File: src/rtl/bip_uart_pkg.sv
// Shared types and helpers for the BIP result-reporting UART.
// Frame FSM encoding, line levels and word-to-byte sizing.
package bip_uart_pkg;

  typedef enum logic [2:0] {
    ST_IDLE,
    ST_START,
    ST_DATA,
    ST_PARITY,
    ST_STOP
  } uart_st_e;

  localparam logic UART_IDLE = 1'b1;
  localparam logic START_BIT = 1'b0;

  function automatic int nb_bytes(input int nb_data);
    return (nb_data + 7) / 8;
  endfunction

endpackage

File: src/rtl/bip_uart_byte_if.sv
// Byte handshake between the report sequencer and the frame serialiser.
// frame_end marks the last cycle of a frame's final stop bit.
interface bip_uart_byte_if;
  logic       valid;
  logic       ready;
  logic       frame_end;
  logic [7:0] data;

  modport src (
    output valid,
    output data,
    input  ready,
    input  frame_end
  );

  modport snk (
    input  valid,
    input  data,
    output ready,
    output frame_end
  );
endinterface

File: src/rtl/bip_uart_tx_byte.sv
// Single-frame UART serialiser: start, 8 data bits LSB first,
// optional parity and 1-2 stop bits, each CLKS_PER_BIT cycles.
module bip_uart_tx_byte
  import bip_uart_pkg::*;
#(
  parameter int CLKS_PER_BIT = 16,
  parameter int PARITY_EN    = 0,
  parameter int PARITY_ODD   = 0,
  parameter int N_STOP       = 1
) (
  input  logic         i_clk,
  input  logic         i_rst_n,
  bip_uart_byte_if.snk byte_if,
  output logic         o_tx
);

  localparam int CW = $clog2(CLKS_PER_BIT);
  localparam logic [CW-1:0] BAUD_LAST = CW'(CLKS_PER_BIT - 1);
  localparam logic STOP_LAST = 1'(N_STOP - 1);
  localparam logic PAR_INV = (PARITY_ODD != 0);

  uart_st_e      st_q;
  logic [CW-1:0] baud_q;
  logic [2:0]    bit_q;
  logic          stop_q;
  logic [7:0]    sh_q;
  logic          par_q;
  logic          tx_q;
  logic          baud_end;
  logic          frame_end;
  logic          ready;

  assign baud_end  = (baud_q == BAUD_LAST);
  assign frame_end = (st_q == ST_STOP) && baud_end
                   && (stop_q == STOP_LAST);
  assign ready     = (st_q == ST_IDLE) || frame_end;

  assign byte_if.frame_end = frame_end;
  assign byte_if.ready     = ready;
  assign o_tx              = tx_q;

  always_ff @(posedge i_clk or negedge i_rst_n) begin
    if (!i_rst_n) begin
      st_q   <= ST_IDLE;
      baud_q <= '0;
      bit_q  <= '0;
      stop_q <= 1'b0;
      sh_q   <= '0;
      par_q  <= 1'b0;
      tx_q   <= UART_IDLE;
    end else if (byte_if.valid && ready) begin
      // Accepting on the last stop cycle keeps frames back-to-back.
      st_q   <= ST_START;
      tx_q   <= START_BIT;
      sh_q   <= byte_if.data;
      par_q  <= (^byte_if.data) ^ PAR_INV;
      baud_q <= '0;
      bit_q  <= '0;
      stop_q <= 1'b0;
    end else if (st_q != ST_IDLE) begin
      baud_q <= baud_end ? '0 : baud_q + CW'(1);
      if (baud_end) begin
        unique case (st_q)
          ST_START: begin
            st_q <= ST_DATA;
            tx_q <= sh_q[0];
          end
          ST_DATA: begin
            if (bit_q == 3'd7) begin
              bit_q <= '0;
              if (PARITY_EN != 0) begin
                st_q <= ST_PARITY;
                tx_q <= par_q;
              end else begin
                st_q <= ST_STOP;
                tx_q <= UART_IDLE;
              end
            end else begin
              bit_q <= bit_q + 3'd1;
              sh_q  <= sh_q >> 1;
              tx_q  <= sh_q[1];
            end
          end
          ST_PARITY: begin
            st_q <= ST_STOP;
            tx_q <= UART_IDLE;
          end
          ST_STOP: begin
            if (stop_q == STOP_LAST) begin
              st_q   <= ST_IDLE;
              stop_q <= 1'b0;
            end else begin
              stop_q <= 1'b1;
            end
          end
          default: st_q <= ST_IDLE;
        endcase
      end
    end
  end

endmodule

File: src/rtl/bip_uart_reporter.sv
// BIP report transmitter: snapshots N_WORDS words on i_start and
// streams them as UART frames, word 0 first, LSB byte first.
module bip_uart_reporter
  import bip_uart_pkg::*;
#(
  parameter int NB_DATA      = 16,
  parameter int N_WORDS      = 3,
  parameter int CLKS_PER_BIT = 16,
  parameter int PARITY_EN    = 0,
  parameter int PARITY_ODD   = 0,
  parameter int N_STOP       = 1
) (
  input  logic                       i_clk,
  input  logic                       i_rst_n,
  input  logic                       i_start,
  input  logic [N_WORDS*NB_DATA-1:0] i_words,
  output logic                       o_busy,
  output logic                       o_done,
  output logic                       o_tx
);

  localparam int NB_BYTES = nb_bytes(NB_DATA);
  localparam int NB_EXT   = NB_BYTES * 8;
  localparam int WW = (N_WORDS > 1) ? $clog2(N_WORDS) : 1;
  localparam int BW = (NB_BYTES > 1) ? $clog2(NB_BYTES) : 1;
  localparam logic [WW-1:0] W_LAST = WW'(N_WORDS - 1);
  localparam logic [BW-1:0] B_LAST = BW'(NB_BYTES - 1);

  logic [N_WORDS*NB_DATA-1:0] snap_q;
  logic [N_WORDS*NB_DATA-1:0] src;
  logic [NB_EXT-1:0]          word_ext;
  logic [WW-1:0]              widx_q;
  logic [BW-1:0]              bidx_q;
  logic                       busy_q;
  logic                       pend_q;
  logic                       done_q;
  logic                       last_byte;
  logic                       hs;

  bip_uart_byte_if u_bif ();

  // The first byte goes out from i_words directly, on the accept edge.
  assign src         = busy_q ? snap_q : i_words;
  assign word_ext    = NB_EXT'(src[widx_q*NB_DATA +: NB_DATA]);
  assign u_bif.data  = word_ext[bidx_q*8 +: 8];
  assign u_bif.valid = busy_q ? pend_q : i_start;
  assign hs          = u_bif.valid && u_bif.ready;
  assign last_byte   = (widx_q == W_LAST) && (bidx_q == B_LAST);

  always_ff @(posedge i_clk or negedge i_rst_n) begin
    if (!i_rst_n) begin
      snap_q <= '0;
      widx_q <= '0;
      bidx_q <= '0;
      busy_q <= 1'b0;
      pend_q <= 1'b0;
      done_q <= 1'b0;
    end else begin
      done_q <= 1'b0;
      if (!busy_q && i_start) begin
        snap_q <= i_words;
        busy_q <= 1'b1;
      end
      if (hs) begin
        pend_q <= !last_byte;
        if (bidx_q == B_LAST) begin
          bidx_q <= '0;
          widx_q <= (widx_q == W_LAST) ? '0 : widx_q + WW'(1);
        end else begin
          bidx_q <= bidx_q + BW'(1);
        end
      end
      if (busy_q && u_bif.frame_end && !pend_q) begin
        busy_q <= 1'b0;
        done_q <= 1'b1;
      end
    end
  end

  bip_uart_tx_byte #(
    .CLKS_PER_BIT (CLKS_PER_BIT),
    .PARITY_EN    (PARITY_EN),
    .PARITY_ODD   (PARITY_ODD),
    .N_STOP       (N_STOP)
  ) u_tx (
    .i_clk   (i_clk),
    .i_rst_n (i_rst_n),
    .byte_if (u_bif),
    .o_tx    (o_tx)
  );

  assign o_busy = busy_q;
  assign o_done = done_q;

endmodule

File: config.mk
export PLATFORM = sky130hd
export DESIGN_NAME = bip_uart_reporter
export DESIGN_NICKNAME = d
export VERILOG_FILES = /design/src/rtl/bip_uart_pkg.sv /design/src/rtl/bip_uart_byte_if.sv /design/src/rtl/bip_uart_tx_byte.sv /design/src/rtl/bip_uart_reporter.sv
export SDC_FILE = /design/constraint.sdc
export NUM_CORES = 1
export LEC_CHECK = 0
export CORE_UTILIZATION = 40
export CTS_BUF_LIST = sky130_fd_sc_hd__clkbuf_4 sky130_fd_sc_hd__clkbuf_8 sky130_fd_sc_hd__clkbuf_16
export CTS_CLUSTER_DIAMETER = 150
export DETAILED_ROUTE_END_ITERATION = 8
export GPL_TIMING_DRIVEN = 0
export SKIP_LAST_GASP = 1
export SYNTH_ARGS = -nofsm -noshare
export SYNTH_HDL_FRONTEND = slang
export SYNTH_SLANG_ARGS = --single-unit
File: constraint.sdc
create_clock -name i_clk -period 4.45 [get_ports i_clk]
set_input_delay 0.445 -clock i_clk [delete_from_list [all_inputs] [get_ports i_clk]]
set_output_delay 0.445 -clock i_clk [all_outputs]
set_load 0.005 [all_outputs]
==> flow_summary.toml, run 1 <==
[setup_path]
reg2regPathDepth = 5
cp_max_fo = 9
crit_chain = "clkbuf_1 > or2_4 > a2111oi_4 > o21ai_0 > a31oi_1"
worstReg2RegEnd = "u_tx.sh_q[1]$_DFFE_PN0P_"
slowest_stage = "a2111oi_4"
cpPeakStageDelay_ns = 0.58
reg2reg_from = "u_tx.st_q[1]$_DFFE_PN0P_"
crit_required_ns = 4.71
regToRegSetupSlack_ns = 2.33
worst_ep_arrival_time_ns = 2.38
crit_type = "reg2reg"
critPathLaunchType = "register"
cp-end-kind = "register"

[placement]
gp_congestion = 0.739
pre_cts_slack_ns = 2.09
placed_cell_area_mm2 = 0.00455
io_buffers = 53
hpwlAfterDp_um = 6420

[floorplanning]
ioPinCount = 54
die_h_um = 100
coreArea_mm2 = 0.00928
dieArea_mm2 = 0.0100
fp-row-count = 35
fp.dieW_um = 100
start_util = 0.414

[pwr]
p_per_area_mw_per_mm2 = 486
leakage_nw = 2.09
ir_drop_mv = 0.206

[routing]
num_vias = 2760
drt_iter0_drc = 96
drt_wl_total_um = 8850
viasPerCell = 5.24
remaining_drc_errors = 0
ant_nets = 0
detail_route.wl_per_cell_um = 16.8
drt_first_pass_iters = 4

[run]
maxCapViolCount = 0

[synthesis]
synth_seq_cells = 73
synth_edf_count = 0
async_reset_ff_frac = 1.00
ys_seq_area_frac = 0.476
synth_fp_nets = 382
syn_area_mm2 = 0.00384
yosys_warnings = 0
synthCells = 328
yosysUniqueCellTypes = 45
avgSynthCellArea_um2 = 11.7
synth_flop_cell = "dfrtp_1"

[layout]
final_area_mm2 = 0.00480
nNetsFinal = 447
area_delta_synth_final_pct = 24.9
drive_above_1_share = 0.244
fin_util = 0.517
antenna_cells = 0

[clock_tree]
ctsResizeCount = 0
insertion_delay_ns = 0.35
clkSlewWorstSetupHoldPaths_ns = 0.08
cts_buffers = 9
clock_sinks = 73
cts_setup_buffers = 0
h-tree-depth = 3
hold_buffers = 0
cts_root_buffer = "clkbuf_8"
cts_tree = "yes"
cts_buffer_depth = 2

[sta]
worst_pin_slew_ns = 0.687
relSlewSlack = 0.542
fin_crit_ns = 2.12
finalHoldViolCount = 0
min_period_over_period = 0.477
slew_viol_final = 0
fin_ws_ns = 2.33
fin_worst_skew_ns = 0.00974
fmax_ghz = 0.471
rsz0062_at_grt = "false"
setup_violations = 0
tns_ns = 0

[grt]
grt_pass1_vias = 2843
overflow = 0
grt_pass1_wl_um = 14400
antenna_found_initial = 0
grt_max_degree = 38
grt_util_all_layers = 0.190

[min_path]
hp-class = "in2async"

[run_status]
status = "completed"
==> where the power goes <==
| group | switching, W | internal (W) |
|---|---|---|
| clock | 0.000249 | 0.000393 |
| sequential | 0.0000931 | 0.000809 |
| combinational | 0.000408 | 0.000381 |
==> per-layer routing <==
layer	share of wire	track usage	wire, µm
met1	0.47	0.250	4160
met2	0.50	0.320	4390
met3	0.027	0.0460	237
met4	0.0073	0.0401	65
met5	0	0	0
==> cells in the final DEF (no fill, tap or decap), types with 4 or more instances in the layout <==
master	n
buf_4	5
inv_1	6
nor2_1	22
o21ai_0	19
clkdlybuf4s50_1	52
clkbuf_8	10
mux2i_1	42
nand2b_1	4
a21oi_1	6
dfrtp_1	72
clkbuf_1	6
mux2_2	53
buf_2	10
o22ai_1	14
a31oi_1	8
nand3_1	4
nand2_1	9
nor3_1	4
==> worst max-delay path by stage <==
stage / startpoint / to / slack (ns) / depth (start not counted)
4_1_cts: u_tx.st_q[1]$_DFFE_PN0P_ / u_tx.sh_q[1]$_DFFE_PN0P_ / 2.35 / 5
6_report: u_tx.st_q[1]$_DFFE_PN0P_ / u_tx.sh_q[1]$_DFFE_PN0P_ / 2.33 / 5
2_1_floorplan: u_tx.bit_q[0]$_DFFE_PN0P_ / u_tx.sh_q[5]$_DFFE_PN0P_ / 2.69 / 8
3_3_place_gp: i_rst_n / snap_q[26]$_DFFE_PN0P_ / 0.20 / 1
3_5_place_dp: i_start / u_tx.sh_q[1]$_DFFE_PN0P_ / 2.09 / 5
5_1_grt: o_busy$_DFFE_PN0P_ / u_tx.sh_q[1]$_DFFE_PN0P_ / 2.18 / 7
==> synth_stat cells, drive strengths merged (2+ instances only) <==
cell type,count,area share
nor2,22,0.021
a31oi,8,0.013
buf,16,0.025
o22a,3,0.0068
mux2i,42,0.11
a21oi,6,0.0078
mux4,2,0.012
nor3,4,0.0052
inv,6,0.0059
xor2,2,0.0046
clkbuf,7,0.0072
o221ai,2,0.0046
nand2b,4,0.0065
a22oi,3,0.0059
o211ai,3,0.0059
nand2,10,0.012
o21a,2,0.0039
mux2,53,0.16
a2bb2oi,3,0.0068
o21ai,19,0.025
nand3,5,0.0078
ha,3,0.0098
or2,3,0.0055
o22ai,14,0.023
o41ai,2,0.0046
dfrtp,72,0.47
==> cell families after synthesis <==
logic type	Yosys count	synth area share
flip-flops	73	0.476
adder cells (fa/ha/maj)	3	0.00977
XOR/XNOR	2	0.00456
AND/OR/NAND/NOR	54	0.0700
AO/OA/AOI/OAI	70	0.125
multiplexers	97	0.277
buffers and inverters	29	0.0378
==> area by class of cell <==
type / instances / area (µm²)
plain buffers: 23 / 123
clock inverters: 5 / 103
flip-flops and latches: 73 / 1830
inverters: 6 / 22.5
well taps: 129 / 161
fillers: 885 / 4490
clock buffers: 11 / 145
multi-input cells: 226 / 1870
repair buffers: 54 / 548
==> through the flow <==
stage | std cells | hold slack, ns | total power [W]
after floorplan | 328 | 0.149 | 0.00147
after global placement | 510 | 0.482 | 0.00169
after detailed placement | 511 | 0.450 | 0.00171
after CTS | 527 | 0.0674 | 0.00236
after global routing | 527 | 0.0855 | 0.00248
final | 527 | 0.0590 | 0.00233
==> sequential cells by signal, summed over array words and instances (netlist names) <==
signal and count:
bidx_q 1, o_busy 1, o_done 1, pend_q 1, snap_q 48, u_tx.baud_q 4, u_tx.bit_q 3, u_tx.o_tx 1
u_tx.sh_q 8, u_tx.st_q 3, widx_q 2
==> critical path: cells and delay by family, from the launching register on <==
family	cells	cell delay (ns)
AO/OA/AOI/OAI	3	1.15
buffers and inverters	1	0.19
flip-flops	1	0.37
AND/OR/NAND/NOR	1	0.33
Power figures use the tool's default switching activity.
==> run 2: changes to the inputs <==
==> constraint.sdc (replaced) <==
create_clock -name i_clk -period 1.8 [get_ports i_clk]
set_input_delay 0.18 -clock i_clk [delete_from_list [all_inputs] [get_ports i_clk]]
set_output_delay 0.18 -clock i_clk [all_outputs]
set_load 0.005 [all_outputs]
==> flow_summary.toml, run 2 (synthesis gave the netlist of run 1 again) <==
[floorplanning]
fp-row-count = 35
die_h_um = 100
coreArea_mm2 = 0.00928
fp.dieW_um = 100
start_util = 0.414
dieArea_mm2 = 0.0100
ioPinCount = 54

[clock_tree]
cts_buffers = 9
cts_tree = "yes"
clock_sinks = 73
cts_root_buffer = "clkbuf_8"
clkSlewWorstSetupHoldPaths_ns = 0.08
h-tree-depth = 3
cts_buffer_depth = 2
insertion_delay_ns = 0.35

[sta]
min_period_over_period = 0.967
worst_pin_slew_ns = 0.465
setup_violations = 0
fin_ws_ns = 0.0599
rsz0062_at_grt = "true"
slew_viol_final = 0
finalHoldViolCount = 0
fin_crit_ns = 1.74
relSlewSlack = 0.681
holdWs_ns = 0.355
fin_worst_skew_ns = 0.0101
tns_ns = 0
fmax_ghz = 0.575

[layout]
area_delta_synth_final_pct = 29.1
top_regs = "snap_q x48, u_tx.sh_q x8, u_tx.baud_q x4"
layout_commonest_cell = "dfrtp_1"
nNetsFinal = 454
fin_util = 0.534
largest_reg_flops = 48
final_cell_mix = "dfrtp_1, mux2_2, clkdlybuf4s50_1"
drive_above_1_share = 0.294
regMostFlops = "snap_q"
antenna_cells = 0

[min_path]
hp-class = "in2async"

[run_status]
status = "completed"

[placement]
hpwlAfterDp_um = 6420
pre_cts_slack_ns = -0.292
gp_congestion = 0.739
io_buffers = 53

[setup_path]
cp-end-kind = "register"
crit_required_ns = 2.03
cp_max_fo = 10
worst_ep_arrival_time_ns = 1.97
critPathLaunchType = "register"
crit_type = "reg2reg"
regToRegSetupSlack_ns = 0.06
worstReg2RegEnd = "u_tx.sh_q[2]$_DFFE_PN0P_"
reg2regPathDepth = 7
reg2reg_from = "widx_q[0]$_DFFE_PN0P_"

[routing]
ant_nets = 0
viasPerCell = 5.30
remaining_drc_errors = 0
drt_first_pass_iters = 4
detail_route.wl_per_cell_um = 16.9
drt_wl_total_um = 9050
drt_iter0_drc = 117
num_vias = 2829

[grt]
grt_util_all_layers = 0.192
antenna_found_initial = 0
grt_pass1_wl_um = 14500
grt_max_degree = 38
grt_pass1_vias = 2854
overflow = 0

[pwr]
leakage_nw = 2.16
power_w = 0.00602
p_per_area_mw_per_mm2 = 1210
ir_drop_mv = 0.549

[run]
maxCapViolCount = 0
## run 2: what timing repair did
item                                    CTS  global route
pin swaps                                 3             2
endpoints found under the setup margin   30            44
gates cloned                              0             0
hold endpoints to repair                 36             0
resized for setup                        20            16
hold buffers                              1             0
buffers inserted                          5             3
## run 2: worst max path at each step
| stage | from | end | depth (start not counted) |
|---|---|---|---|
| after detailed placement | i_start | u_tx.sh_q[1]$_DFFE_PN0P_ | 5 |
| final | widx_q[0]$_DFFE_PN0P_ | u_tx.sh_q[2]$_DFFE_PN0P_ | 7 |
| after floorplan | u_tx.bit_q[0]$_DFFE_PN0P_ | u_tx.sh_q[5]$_DFFE_PN0P_ | 8 |
| after global routing | o_busy$_DFFE_PN0P_ | u_tx.sh_q[1]$_DFFE_PN0P_ | 8 |
| after global placement | i_rst_n | snap_q[26]$_DFFE_PN0P_ | 1 |
| after CTS | o_busy$_DFFE_PN0P_ | u_tx.sh_q[1]$_DFFE_PN0P_ | 8 |
## run 2: critical path, cell delays in order, from the launching register on
cell and delay, ns:
dfrtp_1 0.32, buf_2 0.21, buf_4 0.25, mux2i_1 0.25
o22ai_2 0.12, a21oi_1 0.19, a2bb2oi_1 0.19, a31oi_1 0.09
## run 2: cell type report
class	instances	area [µm²]
Sequential cell	73	1830
Clock buffer	11	145
Timing Repair Buffer	63	622
Clock inverter	5	103
Multi-Input combinational cell	226	1920
Buffer	21	159
Fill cell	877	4330
Tap cell	129	161
Inverter	6	22.5
## run 2: metal layers
metal | up-vias | part of all wire | routed length (µm) | GRT usage
met5 | - | 0 | 0 | 0
met4 | 0 | 0.0085 | 77 | 0.0401
met3 | 8 | 0.041 | 370 | 0.0460
met2 | 59 | 0.50 | 4510 | 0.323
met1 | 1410 | 0.45 | 4090 | 0.252
li1 | 1352 | - | - | -
## run 2: through the flow
stage	area (µm²)	std cells
floorplan	3840	328
global placement	4530	510
detailed placement	4550	511
CTS	4900	532
global route	4960	534
finish	4960	534
## run 2: where the power goes
part	internal, W	leakage [nW]	switching, W	total, W
sequential	0.00200	0.877	0.000238	0.00224
combinational	0.00110	1.16	0.00108	0.00218
clock	0.000973	0.123	0.000626	0.00160
==> run 3: changes to the inputs <==
--- a/config.mk
+++ b/config.mk
@@ -10,7 +10,9 @@
 export CTS_CLUSTER_DIAMETER = 150
 export DETAILED_ROUTE_END_ITERATION = 8
 export GPL_TIMING_DRIVEN = 0
+export RECOVER_POWER = 100
 export SKIP_LAST_GASP = 1
+export SLEW_MARGIN = 20
 export SYNTH_ARGS = -nofsm -noshare
 export SYNTH_HDL_FRONTEND = slang
 export SYNTH_SLANG_ARGS = --single-unit
==> constraint.sdc (replaced) <==
create_clock -name i_clk -period 1.8 [get_ports i_clk]
set_input_delay 0.27 -clock i_clk [delete_from_list [all_inputs] [get_ports i_clk]]
set_output_delay 0.27 -clock i_clk [all_outputs]
set_load 0.005 [all_outputs]
==> flow_summary.toml, run 3 (synthesis gave the netlist of run 1 again) <==
[placement]
hpwlAfterDp_um = 6420
io_buffers = 53
dp.cells = 511
placed_cell_area_mm2 = 0.00455
gp_congestion = 0.739

[layout]
nNetsFinal = 454
final_cell_mix = "dfrtp_1, mux2_2, clkdlybuf4s50_1"
regMostFlops = "snap_q"
top_regs = "snap_q x48, u_tx.sh_q x8, u_tx.baud_q x4"
layout_commonest_cell = "dfrtp_1"
largest_reg_flops = 48
final_area_mm2 = 0.00495
area_delta_synth_final_pct = 28.8
drive_above_1_share = 0.291
antenna_cells = 0
instances_no_fill = 534

[routing]
remaining_drc_errors = 0
num_vias = 2837
ant_nets = 0
drt_first_pass_iters = 4
viasPerCell = 5.31
detail_route.wl_per_cell_um = 17.1
drt_wl_total_um = 9110
drt_iter0_drc = 101

[setup_path]
cp_max_fo = 10
worst_ep_arrival_time_ns = 2.02
regToRegSetupSlack_ns = 0.04
critPathLaunchType = "register"
reg2reg_from = "o_busy$_DFFE_PN0P_"
worstReg2RegEnd = "u_tx.sh_q[2]$_DFFE_PN0P_"
cp-end-kind = "register"
startpoint = "o_busy$_DFFE_PN0P_"
reg2regPathDepth = 7
crit_type = "reg2reg"
slowest_stage = "dfrtp_1"
cp-endpoint = "u_tx.sh_q[2]$_DFFE_PN0P_"
cpPeakStageDelay_ns = 0.38
crit_chain = "buf_4 > or2_4 > buf_4 > o22ai_2 > a21oi_1 > a2bb2oi_1 > a31oi_1"
crit_top_cell = "buf_4"
crit_required_ns = 2.06

[floorplanning]
coreArea_mm2 = 0.00928
die_h_um = 100
dieArea_mm2 = 0.0100
fp-row-count = 35
start_util = 0.414
ioPinCount = 54
fp.dieW_um = 100

[grt]
grt_pass1_vias = 2854
overflow = 0
grt_pass1_wl_um = 14500
grt_max_degree = 38
grt_util_all_layers = 0.192
antenna_found_initial = 0

[pwr]
p_per_area_mw_per_mm2 = 1220
ir_drop_mv = 0.548
leakage_nw = 2.16
power_w = 0.00602

[clock_tree]
clkSlewWorstSetupHoldPaths_ns = 0.08
cts_buffers = 9
h-tree-depth = 3
clock_sinks = 73
insertion_delay_ns = 0.35
cts_buffer_depth = 2
cts_tree = "yes"
cts_root_buffer = "clkbuf_8"

[min_path]
hp-class = "reg2reg"
hp-start = "u_tx.bit_q[0]$_DFFE_PN0P_"

[run]
maxCapViolCount = 0

[sta]
slew_viol_final = 0
fin_worst_skew_ns = 0.0111
fin_crit_ns = 1.76
worst_pin_slew_ns = 0.947
finalHoldViolCount = 0
rsz0062_at_grt = "true"
setup_violations = 0
tns_ns = 0
fmax_ghz = 0.569
relSlewSlack = 0.368
min_period_over_period = 0.976

[run_status]
status = "completed"
run 3: critical path, delay by kind of cell, from the launching register on:
kind / cells / cell delay [ns]
AOI/OAI and AO/OA: 4 / 0.65
DFF: 1 / 0.38
buffers and inverters: 2 / 0.36
and+or+nand+nor: 1 / 0.29
run 3: worst min path at each step:
stage	endpoint	slack [ns]	depth (start not counted)
6_report	u_tx.bit_q[0]$_DFFE_PN0P_	0.50	1
5_1_grt	snap_q[18]$_DFFE_PN0P_	0.52	1
4_1_cts	snap_q[28]$_DFFE_PN0P_	0.45	2
3_5_place_dp	u_tx.baud_q[1]$_DFFE_PN0P_	0.27	1
3_3_place_gp	snap_q[40]$_DFFE_PN0P_	0.48	1
2_1_floorplan	bidx_q$_DFFE_PN0P_	-0.03	0
run 3: metal layers:
layer | wire length (µm) | global-route usage
met2 | 4530 | 0.323
met4 | 83 | 0.0401
met5 | 0 | 0
met3 | 414 | 0.0460
met1 | 4080 | 0.252
run 3: stage by stage:
| step | hold WS (ns) | setup WS, ns | util |
|---|---|---|---|
| global placement | 0.482 | -2.28 | 0.488 |
| floorplan | -0.0256 | 0.0436 | - |
| finish | 0.497 | 0.0432 | 0.533 |
| CTS | 0.454 | -0.0308 | 0.527 |
| global route | 0.518 | -0.0633 | 0.533 |
| detailed placement | 0.275 | -0.382 | 0.490 |
run 3: repair_timing:
| action | 4_1_cts | 5_1_grt |
|---|---|---|
| cloned | 0 | 0 |
| pin swaps | 3 | 2 |
| endpoints found under the hold margin | 36 | 0 |
| buffers inserted | 5 | 3 |
| endpoints found under the setup margin | 30 | 44 |
| resized for setup | 20 | 16 |
| hold buffers | 1 | 0 |
run 3: cell type report:
cell class                      instances  area (µm²)
Fill cell                             882        4340
Multi-Input combinational cell        226        1920
Sequential cell                        73        1830
Clock buffer                           11         145
Tap cell                              129         161
Inverter                                6        22.5
Clock inverter                          5         103
Buffer                                 21         158
Timing Repair Buffer                   63         611
run 3: power breakdown:
group | total, W | leakage (nW) | switching (W) | internal (W)
Combinational | 0.00218 | 1.16 | 0.00108 | 0.00110
Clock | 0.00159 | 0.123 | 0.000622 | 0.000972
Sequential | 0.00224 | 0.877 | 0.000238 | 0.00200
Total | 0.00602 | 2.16 | 0.00194 | 0.00407
